[src/rtl/mul_pkg.sv]
// Shared definitions for the sequential RV32M multiply unit:
// op encodings, sequencer states and iteration count.
package mul_pkg;

    localparam int DATA_W   = 32;
    localparam int ITER_CNT = 32;

    localparam logic [4:0] LAST_ITER = 5'(ITER_CNT - 1);

    typedef enum logic [1:0] {
        OP_MUL    = 2'b00,
        OP_MULH   = 2'b01,
        OP_MULHSU = 2'b10,
        OP_MULHU  = 2'b11
    } op_e;

    typedef enum logic [2:0] {
        S_IDLE,
        S_ABS_A,
        S_ABS_B,
        S_ITER,
        S_NEG_LO,
        S_NEG_HI,
        S_DONE
    } state_e;

    function automatic logic a_signed(input logic [1:0] op);
        return (op == OP_MULH) || (op == OP_MULHSU);
    endfunction

    function automatic logic b_signed(input logic [1:0] op);
        return op == OP_MULH;
    endfunction

endpackage

[src/rtl/cla32.sv]
// 32-bit carry-lookahead adder: eight 4-bit lookahead groups,
// group carries chained between groups.
module cla32 (
    input  logic [31:0] a,
    input  logic [31:0] b,
    input  logic        cin,
    output logic [31:0] sum,
    output logic        cout
);

    logic [31:0] g;
    logic [31:0] p;

    assign g = a & b;
    assign p = a ^ b;

    for (genvar k = 0; k < 8; k++) begin : grp
        logic [3:0] gi;
        logic [3:0] pi;
        logic       ci;
        logic       c1;
        logic       c2;
        logic       c3;
        logic       co;

        assign gi = g[4*k +: 4];
        assign pi = p[4*k +: 4];

        if (k == 0) begin : g_first
            assign ci = cin;
        end else begin : g_next
            assign ci = grp[k-1].co;
        end

        assign c1 = gi[0] | (pi[0] & ci);
        assign c2 = gi[1] | (pi[1] & gi[0]) | (pi[1] & pi[0] & ci);
        assign c3 = gi[2] | (pi[2] & gi[1]) | (pi[2] & pi[1] & gi[0])
                  | (pi[2] & pi[1] & pi[0] & ci);
        assign co = gi[3] | (pi[3] & gi[2]) | (pi[3] & pi[2] & gi[1])
                  | (pi[3] & pi[2] & pi[1] & gi[0]) | ((&pi) & ci);

        assign sum[4*k +: 4] = pi ^ {c3, c2, c1, ci};
    end

    assign cout = grp[7].co;

endmodule

[src/rtl/mul_seq_ctrl.sv]
// Sequential RV32M multiplier: abs, 32 shift-add steps, 64-bit negate,
// all arithmetic time-shared on a single cla32 instance.
module mul_seq_ctrl
    import mul_pkg::*;
#(
    parameter int XLEN  = 32,
    parameter int TAG_W = 5
) (
    input  logic             clk,
    input  logic             rst_n,
    input  logic             req_valid,
    output logic             req_ready,
    input  logic [1:0]       req_op,
    input  logic [XLEN-1:0]  req_a,
    input  logic [XLEN-1:0]  req_b,
    input  logic [TAG_W-1:0] req_tag,
    input  logic             kill,
    output logic             res_valid,
    input  logic             res_ready,
    output logic [XLEN-1:0]  res_data,
    output logic [TAG_W-1:0] res_tag
);

    state_e state_q;
    state_e state_d;

    logic [DATA_W-1:0] a_q;
    logic [DATA_W-1:0] lo_q;
    logic [DATA_W-1:0] hi_q;
    logic [1:0]        op_q;
    logic [TAG_W-1:0]  tag_q;
    logic              sa_q;
    logic              sb_q;
    logic              neg_q;
    logic              cy_q;
    logic [4:0]        cnt_q;

    logic [DATA_W-1:0] add_a;
    logic [DATA_W-1:0] add_b;
    logic              add_cin;
    logic [DATA_W-1:0] add_sum;
    logic              add_cout;

    logic req_sa;
    logic req_sb;

    assign req_sa = req_a[31] & a_signed(req_op);
    assign req_sb = req_b[31] & b_signed(req_op);

    cla32 u_cla (
        .a    (add_a),
        .b    (add_b),
        .cin  (add_cin),
        .sum  (add_sum),
        .cout (add_cout)
    );

    // Adder operand steering; idle states feed zeros so the adder stays quiet.
    always_comb begin
        add_a   = '0;
        add_b   = '0;
        add_cin = 1'b0;
        unique case (state_q)
            S_ABS_A: begin
                add_a   = ~a_q;
                add_cin = 1'b1;
            end
            S_ABS_B: begin
                add_a   = ~lo_q;
                add_cin = 1'b1;
            end
            S_ITER: begin
                add_a = hi_q;
                add_b = lo_q[0] ? a_q : '0;
            end
            S_NEG_LO: begin
                add_a   = ~lo_q;
                add_cin = 1'b1;
            end
            S_NEG_HI: begin
                add_a   = ~hi_q;
                add_cin = cy_q;
            end
            default: ;
        endcase
    end

    always_comb begin
        state_d = state_q;
        unique case (state_q)
            S_IDLE:   if (req_valid) state_d = S_ABS_A;
            S_ABS_A:  state_d = S_ABS_B;
            S_ABS_B:  state_d = S_ITER;
            S_ITER:   if (cnt_q == LAST_ITER) state_d = S_NEG_LO;
            S_NEG_LO: state_d = S_NEG_HI;
            S_NEG_HI: state_d = S_DONE;
            S_DONE:   if (res_ready) state_d = S_IDLE;
            default:  state_d = S_IDLE;
        endcase
        if (kill && state_q != S_IDLE) state_d = S_IDLE;
    end

    always_ff @(posedge clk or negedge rst_n) begin
        if (!rst_n) state_q <= S_IDLE;
        else        state_q <= state_d;
    end

    always_ff @(posedge clk or negedge rst_n) begin
        if (!rst_n) begin
            a_q   <= '0;
            lo_q  <= '0;
            hi_q  <= '0;
            op_q  <= '0;
            tag_q <= '0;
            sa_q  <= 1'b0;
            sb_q  <= 1'b0;
            neg_q <= 1'b0;
            cy_q  <= 1'b0;
            cnt_q <= '0;
        end else begin
            unique case (state_q)
                S_IDLE: begin
                    if (req_valid) begin
                        a_q   <= req_a;
                        lo_q  <= req_b;
                        hi_q  <= '0;
                        op_q  <= req_op;
                        tag_q <= req_tag;
                        sa_q  <= req_sa;
                        sb_q  <= req_sb;
                        neg_q <= req_sa ^ req_sb;
                        cy_q  <= 1'b0;
                        cnt_q <= '0;
                    end
                end
                S_ABS_A: begin
                    if (sa_q) a_q <= add_sum;
                end
                S_ABS_B: begin
                    if (sb_q) lo_q <= add_sum;
                    hi_q  <= '0;
                    cnt_q <= '0;
                end
                S_ITER: begin
                    hi_q  <= {add_cout, add_sum[31:1]};
                    lo_q  <= {add_sum[0], lo_q[31:1]};
                    cnt_q <= cnt_q + 5'd1;
                end
                S_NEG_LO: begin
                    if (neg_q) {cy_q, lo_q} <= {add_cout, add_sum};
                    else       cy_q <= 1'b0;
                end
                S_NEG_HI: begin
                    if (neg_q) hi_q <= add_sum;
                end
                default: ;
            endcase
        end
    end

    assign req_ready = (state_q == S_IDLE);
    assign res_valid = (state_q == S_DONE);
    assign res_tag   = tag_q;
    assign res_data  = !res_valid         ? '0
                     : (op_q == OP_MUL)   ? lo_q
                     :                      hi_q;

endmodule

[config.mk]
export PLATFORM = sky130hd
export DESIGN_NAME = mul_seq_ctrl
export DESIGN_NICKNAME = d
export VERILOG_FILES = /design/src/rtl/mul_pkg.sv /design/src/rtl/cla32.sv /design/src/rtl/mul_seq_ctrl.sv
export SDC_FILE = /design/constraint.sdc
export NUM_CORES = 1
export LEC_CHECK = 0
export CORE_MARGIN = 5
export CORE_UTILIZATION = 57
export CTS_BUF_LIST = sky130_fd_sc_hd__clkbuf_16
export DETAILED_ROUTE_END_ITERATION = 8
export GPL_ROUTABILITY_DRIVEN = 0
export PLACE_DENSITY = 0.82
export RECOVER_POWER = 50
export SYNTH_ARGS = -nofsm -noshare
export SYNTH_HDL_FRONTEND = slang
export SYNTH_SLANG_ARGS = --single-unit
[constraint.sdc]
create_clock -name clk -period 8.2 [get_ports clk]
set_clock_uncertainty 0.2 [all_clocks]
set_input_delay 2.46 -clock clk [delete_from_list [all_inputs] [get_ports clk]]
set_output_delay 2.46 -clock clk [all_outputs]
set_load 0.02 [all_outputs]
==> results_dict.tcl, run 1 <==
set metrics [dict create \
    grt_overflow 0 \
    dp_hpwl_um 19000 \
    worst_pin_slew_ps 3510 \
    syn-num-nets 1275 \
    post-route-util 0.691 \
    start_kind "input port" \
    io_buffers 114 \
    power_density_nw_per_um2 383 \
    dp_slack_ps 2280 \
    ioPinCount 115 \
    arrival_ps 6310 \
    max_stage_delay_ps 2440 \
    yosysTopAreaCellShare 0.327 \
    finalWorstSetupSlack_ps 1980 \
    slew_headroom -1.34 \
    cts_buffers 17 \
    finalSetupTns_ps 0 \
    met2_length_um 13600 \
    cp-startpoint "rst_n" \
    drtIter0Drc 1459 \
    crit_buf_inv 2 \
    drv_cap 1 \
    synth_flop_cell "dfrtp_1" \
    synth_edf_count 0 \
    avgSynthCellArea_um2 7.61 \
    met1_length_um 11600 \
    cts_hold_buf 0 \
    antenna_found_initial 0 \
    grt_pass1_vias 9105 \
    grt_pass1_wl_um 47600 \
    yosysTopAreaCell "dfrtp_1" \
    power.internal_mw 2.05 \
    ys_seq_elements 115 \
    r2r-start "state_q[0]" \
    seq_power_share 0.288 \
    cpMaxStageDelayCell "clkbuf_1" \
    status "finished, violations left" \
    power_frac_comb 0.547 \
    drtAntennaViolNets 0 \
    drt_first_pass_iters 6 \
    violations "max-capacitance violations, max-slew violations" \
    syn_inst 1156 \
    start_util 0.579 \
    vias 9529 \
    dieArea_um2 18000 \
    clockPowerShare 0.165 \
    fin_crit_ps 6220 \
    top_layer "met4" \
    sw_frac_of_total 0.491 \
    clk_pin_slew_worst_paths_ps 50 \
    cts_sinks 115 \
    crit_cells 2 \
    drc 0 \
    drive_gt1_frac 0.0831 \
    async_flop_share 1.00 \
    critPathKind "input port to asynchronous set/reset pin" \
    viasPerCell 6.73 \
    timing.hold.ws_ps 286 \
    synthToLayoutAreaGrowth_pct 19.3 \
    cts_buffer_depth 2 \
    root_buffer "clkbuf_16" \
    cts_tree "built" \
    met3WireLength_um 3420 \
    cp_top_family "buffers and inverters" \
    required_ps 8300 \
    setup_viol 0 \
    path_cells "clkbuf_1 > clkbuf_2" \
    n_antenna_cell 0 \
    hold_viol_final 0 \
    end_kind "asynchronous set/reset pin" \
    max_freq_ghz 0.161 \
    finalWirelength_um 29900 \
    post-route-period-util 0.758 \
    crit_fanout 63 \
    leakage_nw 4.56 \
    grt_max_degree 73 \
    yosysWarningCount 0 \
    min_path_type "register to register" \
    synth_seq_area_share 0.327 \
    grt_use_total 0.331 \
    ys_types 66 \
    die_x_um 134 \
    syn_area_um2 8800 \
    switchingPower_mw 1.97 \
    crit_end "hi_q[11]" \
    rows 45 \
    core_um2 15200 \
    die_h_um 134 \
    yosys-top-cells-area "dfrtp_1 (33%), nand2_1 (8.7%), a21oi_1 (7.9%), nor2_1 (6.1%), ha_1 (5.0%)" \
    final_nets 1335 \
    rsz0062_at_grt "no" \
    ff2ff_path_depth 19 \
    r2r_end "lo_q[29]" \
    rrSetupSlack_ps 2020 \
    clk_latency_ps 430 \
    h-tree-depth 4 \
    ctsResizeCount 0 \
    drv_slew 64 \
    routedWlPerCell_um 21.1 \
    ir_worst_vdd_mv 0.263 \
    postCtsSetupBuffers 0 \
]
[Yosys cell counts, drive strengths merged, types with 5 or more instances]
cell / instances
mux2: 37
a221oi: 22
a22oi: 5
clkbuf: 83
xor2: 10
fa: 8
or2: 7
nand3: 12
xnor2: 13
a222oi: 13
o22ai: 39
a21oi: 140
buf: 10
and3: 38
ha: 35
dfrtp: 115
nor3: 16
or3: 5
a21o: 9
and2: 5
o21ai: 92
nor2: 142
a31oi: 19
o21a: 7
nand2: 203
inv: 12
[state kept, by name, indices dropped and copies added (netlist names)]
register / count
hi_q: 32
sa_q: 1
neg_q: 1
op_q: 2
state_q: 3
cnt_q: 5
sb_q: 1
cy_q: 1
res_tag: 5
lo_q: 32
a_q: 32
[placed cells by master, fill, tap and decap left out, types with 7 or more instances in the layout]
cell and count:
nor3_1 16, a222oi_1 13, dfrtp_1 113, nor2_1 140, clkbuf_16 17, a21o_1 9, and3_1 37, xor2_1 10
fa_1 8, nand3_1 12, o21ai_0 87, ha_1 35, a221oi_1 22, a21oi_1 138, a31oi_1 18, o21a_1 7
o22ai_1 39, xnor2_1 13, mux2_2 37, buf_4 19, inv_1 16, clkdlybuf4s50_1 109, nand2_1 203
[worst min path at each step]
stage | start | endpoint | cells past startpoint
2_1_floorplan | cnt_q[3] | cnt_q[3] | 1
3_5_place_dp | cnt_q[3] | cnt_q[3] | 1
4_1_cts | cnt_q[3] | cnt_q[3] | 1
6_report | cnt_q[3] | cnt_q[3] | 1
5_1_grt | cnt_q[4] | cnt_q[4] | 1
3_3_place_gp | cnt_q[3] | cnt_q[3] | 1
[per-layer routing]
metal,vias to the layer above,GRT usage
li1,4285,-
met1,4401,0.441
met2,707,0.511
met3,136,0.0728
met4,0,0.162
met5,-,0
[per-stage QoR]
stage	instances	power (mW)	area, um2
2_1_floorplan	1156	2.63	8800
3_3_place_gp	1385	3.21	10000
3_5_place_dp	1385	3.27	10000
4_1_cts	1415	3.95	10500
5_1_grt	1415	4.28	10500
6_report	1415	4.02	10500
[logic make-up after synthesis]
kind of cell	count (synthesis)	share of synthesized area
and+or+nand+nor	442	0.214
DFF	115	0.327
muxes	41	0.0519
xor gates and xnor gates	23	0.0229
buffers and inverters	106	0.0461
AOI/OAI and AO/OA	385	0.269
adders and majority gates	44	0.0691
[final cells by class]
class	count	area [um2]
timing repair buffer	134	1280
clock inverter	13	81.3
multi-input combinational	935	5540
fill	1266	4700
sequential	115	2880
clock buffer	17	425
tap	188	235
inverter	13	48.8
[power groups by stage]
stage               Sequential [mW]  Clock (mW)  Combinational (mW)
floorplan                      1.02           0                1.61
global placement               1.14           0                2.08
detailed placement             1.15           0                2.13
CTS                            1.14       0.660                2.15
global route                   1.19       0.688                2.40
finish                         1.16       0.663                2.20
Note: power is estimated with default switching activity, not from simulation.
==> inputs of run 2 (changes only) <==
CORE_UTILIZATION = 51   (was 57)
PLACE_DENSITY = 0.78   (was 0.82)
clock period = 5.5 ns   (was 8.2 ns; I/O delays follow)
==> run 2 against run 1 <==
Core utilization fell by 6.4 points. Sequential cell count did not move. First-iteration DRC count fell by 4.0%. Global-route usage fell by 2.5 points. Final cell count rose by 3.9%. Power rose by 52%. Cell area rose by 2.2%. Combinational power rose by 53%. Setup slack got worse by 1500 ps. The flow still finishes with violations (max-capacitance violations, max-slew violations).
==> results_dict.tcl, run 2 (same netlist as run 1, synthesis figures left out) <==
set metrics [dict create \
    status "finished, violations left" \
    violations "max-capacitance violations, max-slew violations" \
    grt_pass1_wl_um 48700 \
    drive_gt1_frac 0.100 \
    cts_sinks 115 \
    slew_headroom -0.0536 \
    crit_top_cell "a21oi_1" \
    drv_cap 2 \
    cts_buffer_depth 2 \
    finalWirelength_um 30600 \
    antenna_found_initial 0 \
    dieArea_um2 20000 \
    final_cell_mix "nand2_1 (203), nor2_1 (140), a21oi_1 (138)" \
    io_buffers 114 \
    ctsResizeCount 0 \
    switchingPower_mw 3.00 \
    drc 0 \
    worst_pin_slew_ps 1580 \
    dpl_cell_area_um2 10200 \
    grt_use_total 0.305 \
    regArea_um2 2880 \
    min_path_type "register to register" \
    grt_pass1_vias 9144 \
    ir_worst_vdd_mv 0.272 \
    stdcell_area_um2 10700 \
    hold_end "cnt_q[3]" \
    cts_tree "built" \
    critPathKind "register to register" \
    fin_crit_ps 5040 \
    largestRegisters "a_q (32), hi_q (32), lo_q (32)" \
    power.internal_mw 3.13 \
    dp_hpwl_um 20700 \
    end_kind "register" \
    finalSetupTns_ps 0 \
    required_ps 5580 \
    cts_hold_buf 0 \
    core_um2 17100 \
    die_x_um 141 \
    viasPerCell 6.45 \
    leakage_nw 4.63 \
    crit_fanout 48 \
    start_kind "register" \
    ioPinCount 115 \
    arrival_ps 5120 \
    h-tree-depth 4 \
    seq_power_share 0.276 \
    drtIter0Drc 1401 \
    synthToLayoutAreaGrowth_pct 21.9 \
    ff2ff_path_depth 16 \
    rrSetupSlack_ps 460 \
    rsz0062_at_grt "no" \
    drtAntennaViolNets 0 \
    sw_frac_of_total 0.489 \
    power_frac_comb 0.550 \
    grt_overflow 0 \
    grt_max_degree 62 \
    max_freq_ghz 0.198 \
    root_buffer "clkbuf_16" \
    max_stage_delay_ps 560 \
    start_util 0.514 \
    hold_viol_final 0 \
    die_h_um 141 \
    n_antenna_cell 0 \
    power.total_mw 6.13 \
    rows 48 \
    postCtsSetupBuffers 0 \
    final_nets 1351 \
    power_density_nw_per_um2 571 \
    r2r_end "lo_q[29]" \
    layout_commonest_cell "nand2_1" \
    hold_path.startpoint "cnt_q[3]" \
    timing.hold.ws_ps 298 \
    r2r-start "state_q[0]" \
    cts_buffers 17 \
    path_cells "buf_4 > mux2_2 > o22ai_1 > ha_1 > a21oi_1 > o21ai_0 > a211oi_1 > o21a_1 > a21bo_2 > a21boi_1 > or2_2 > fa_1 > xnor2_1 > nor2_1 > a221oi_1 > a21oi_1" \
    vias 9482 \
    drt_first_pass_iters 6 \
    clk_latency_ps 430 \
    clockPowerShare 0.174 \
    post-route-util 0.627 \
    setup_viol 0 \
    multi_input_area_um2 5540 \
    post-route-period-util 0.917 \
    routedWlPerCell_um 20.8 \
    drv_slew 58 \
    fillers 1486 \
    clk_pin_slew_worst_paths_ps 60 \
    hold_depth 1 \
    cpMaxStageDelayCell "dfrtp_4" \
]
run 2: changes by cell type in the layout (fill, tap and decap cells not counted), sizes merged:
cell,previous run,this run
buf,19,34
clkbuf,19,20
clkdlybuf4s50,109,110
clkinv,8,6
clkinvlp,1,7
dlygate4sd3,4,3
inv,16,14
run 2: worst max-delay path by stage:
stage	slack, ps	to	startpoint	cells after the start
3_3_place_gp	700	lo_q[29]	state_q[0]	16
3_5_place_dp	560	lo_q[29]	state_q[0]	16
5_1_grt	220	lo_q[29]	state_q[0]	16
6_report	460	lo_q[29]	state_q[0]	16
4_1_cts	530	res_data[31]	state_q[2]	7
2_1_floorplan	760	lo_q[29]	state_q[0]	18
run 2: critical path, delay by kind of cell (launching register included):
family,cells,cell delay (ps)
AOI/OAI and AO/OA,9,1750
adders and majority gates,2,740
DFF,1,560
buffers and inverters,1,460
and+or+nand+nor,2,430
muxes,1,390
xor gates and xnor gates,1,320
run 2: through the flow:
step,setup slack (ps),cells
floorplan,756,1156
global placement,704,1438
detailed placement,565,1438
CTS,530,1470
global route,223,1470
finish,457,1470
run 2: final cells by class:
cell class,count,area share
timing repair buffer,150,0.131
clock buffer,17,0.0396
tap,225,0.0262
sequential,115,0.269
multi-input combinational,935,0.517
clock inverter,15,0.0129
inverter,13,0.00455
run 2: power by group through the flow:
stage	sequential, mW	combinational, mW	clock (mW)
finish	1.69	3.37	1.06
global route	1.74	3.68	1.11
CTS	1.67	3.29	1.07
detailed placement	1.68	3.27	0
global placement	1.67	3.20	0
floorplan	1.51	2.40	0
run 2: routing by layer:
metal	wire (um)	share of wire	track usage
met1	11900	0.39	0.414
met2	13800	0.45	0.479
met3	3540	0.12	0.0499
met4	1350	0.044	0.143
met5	0	0	0
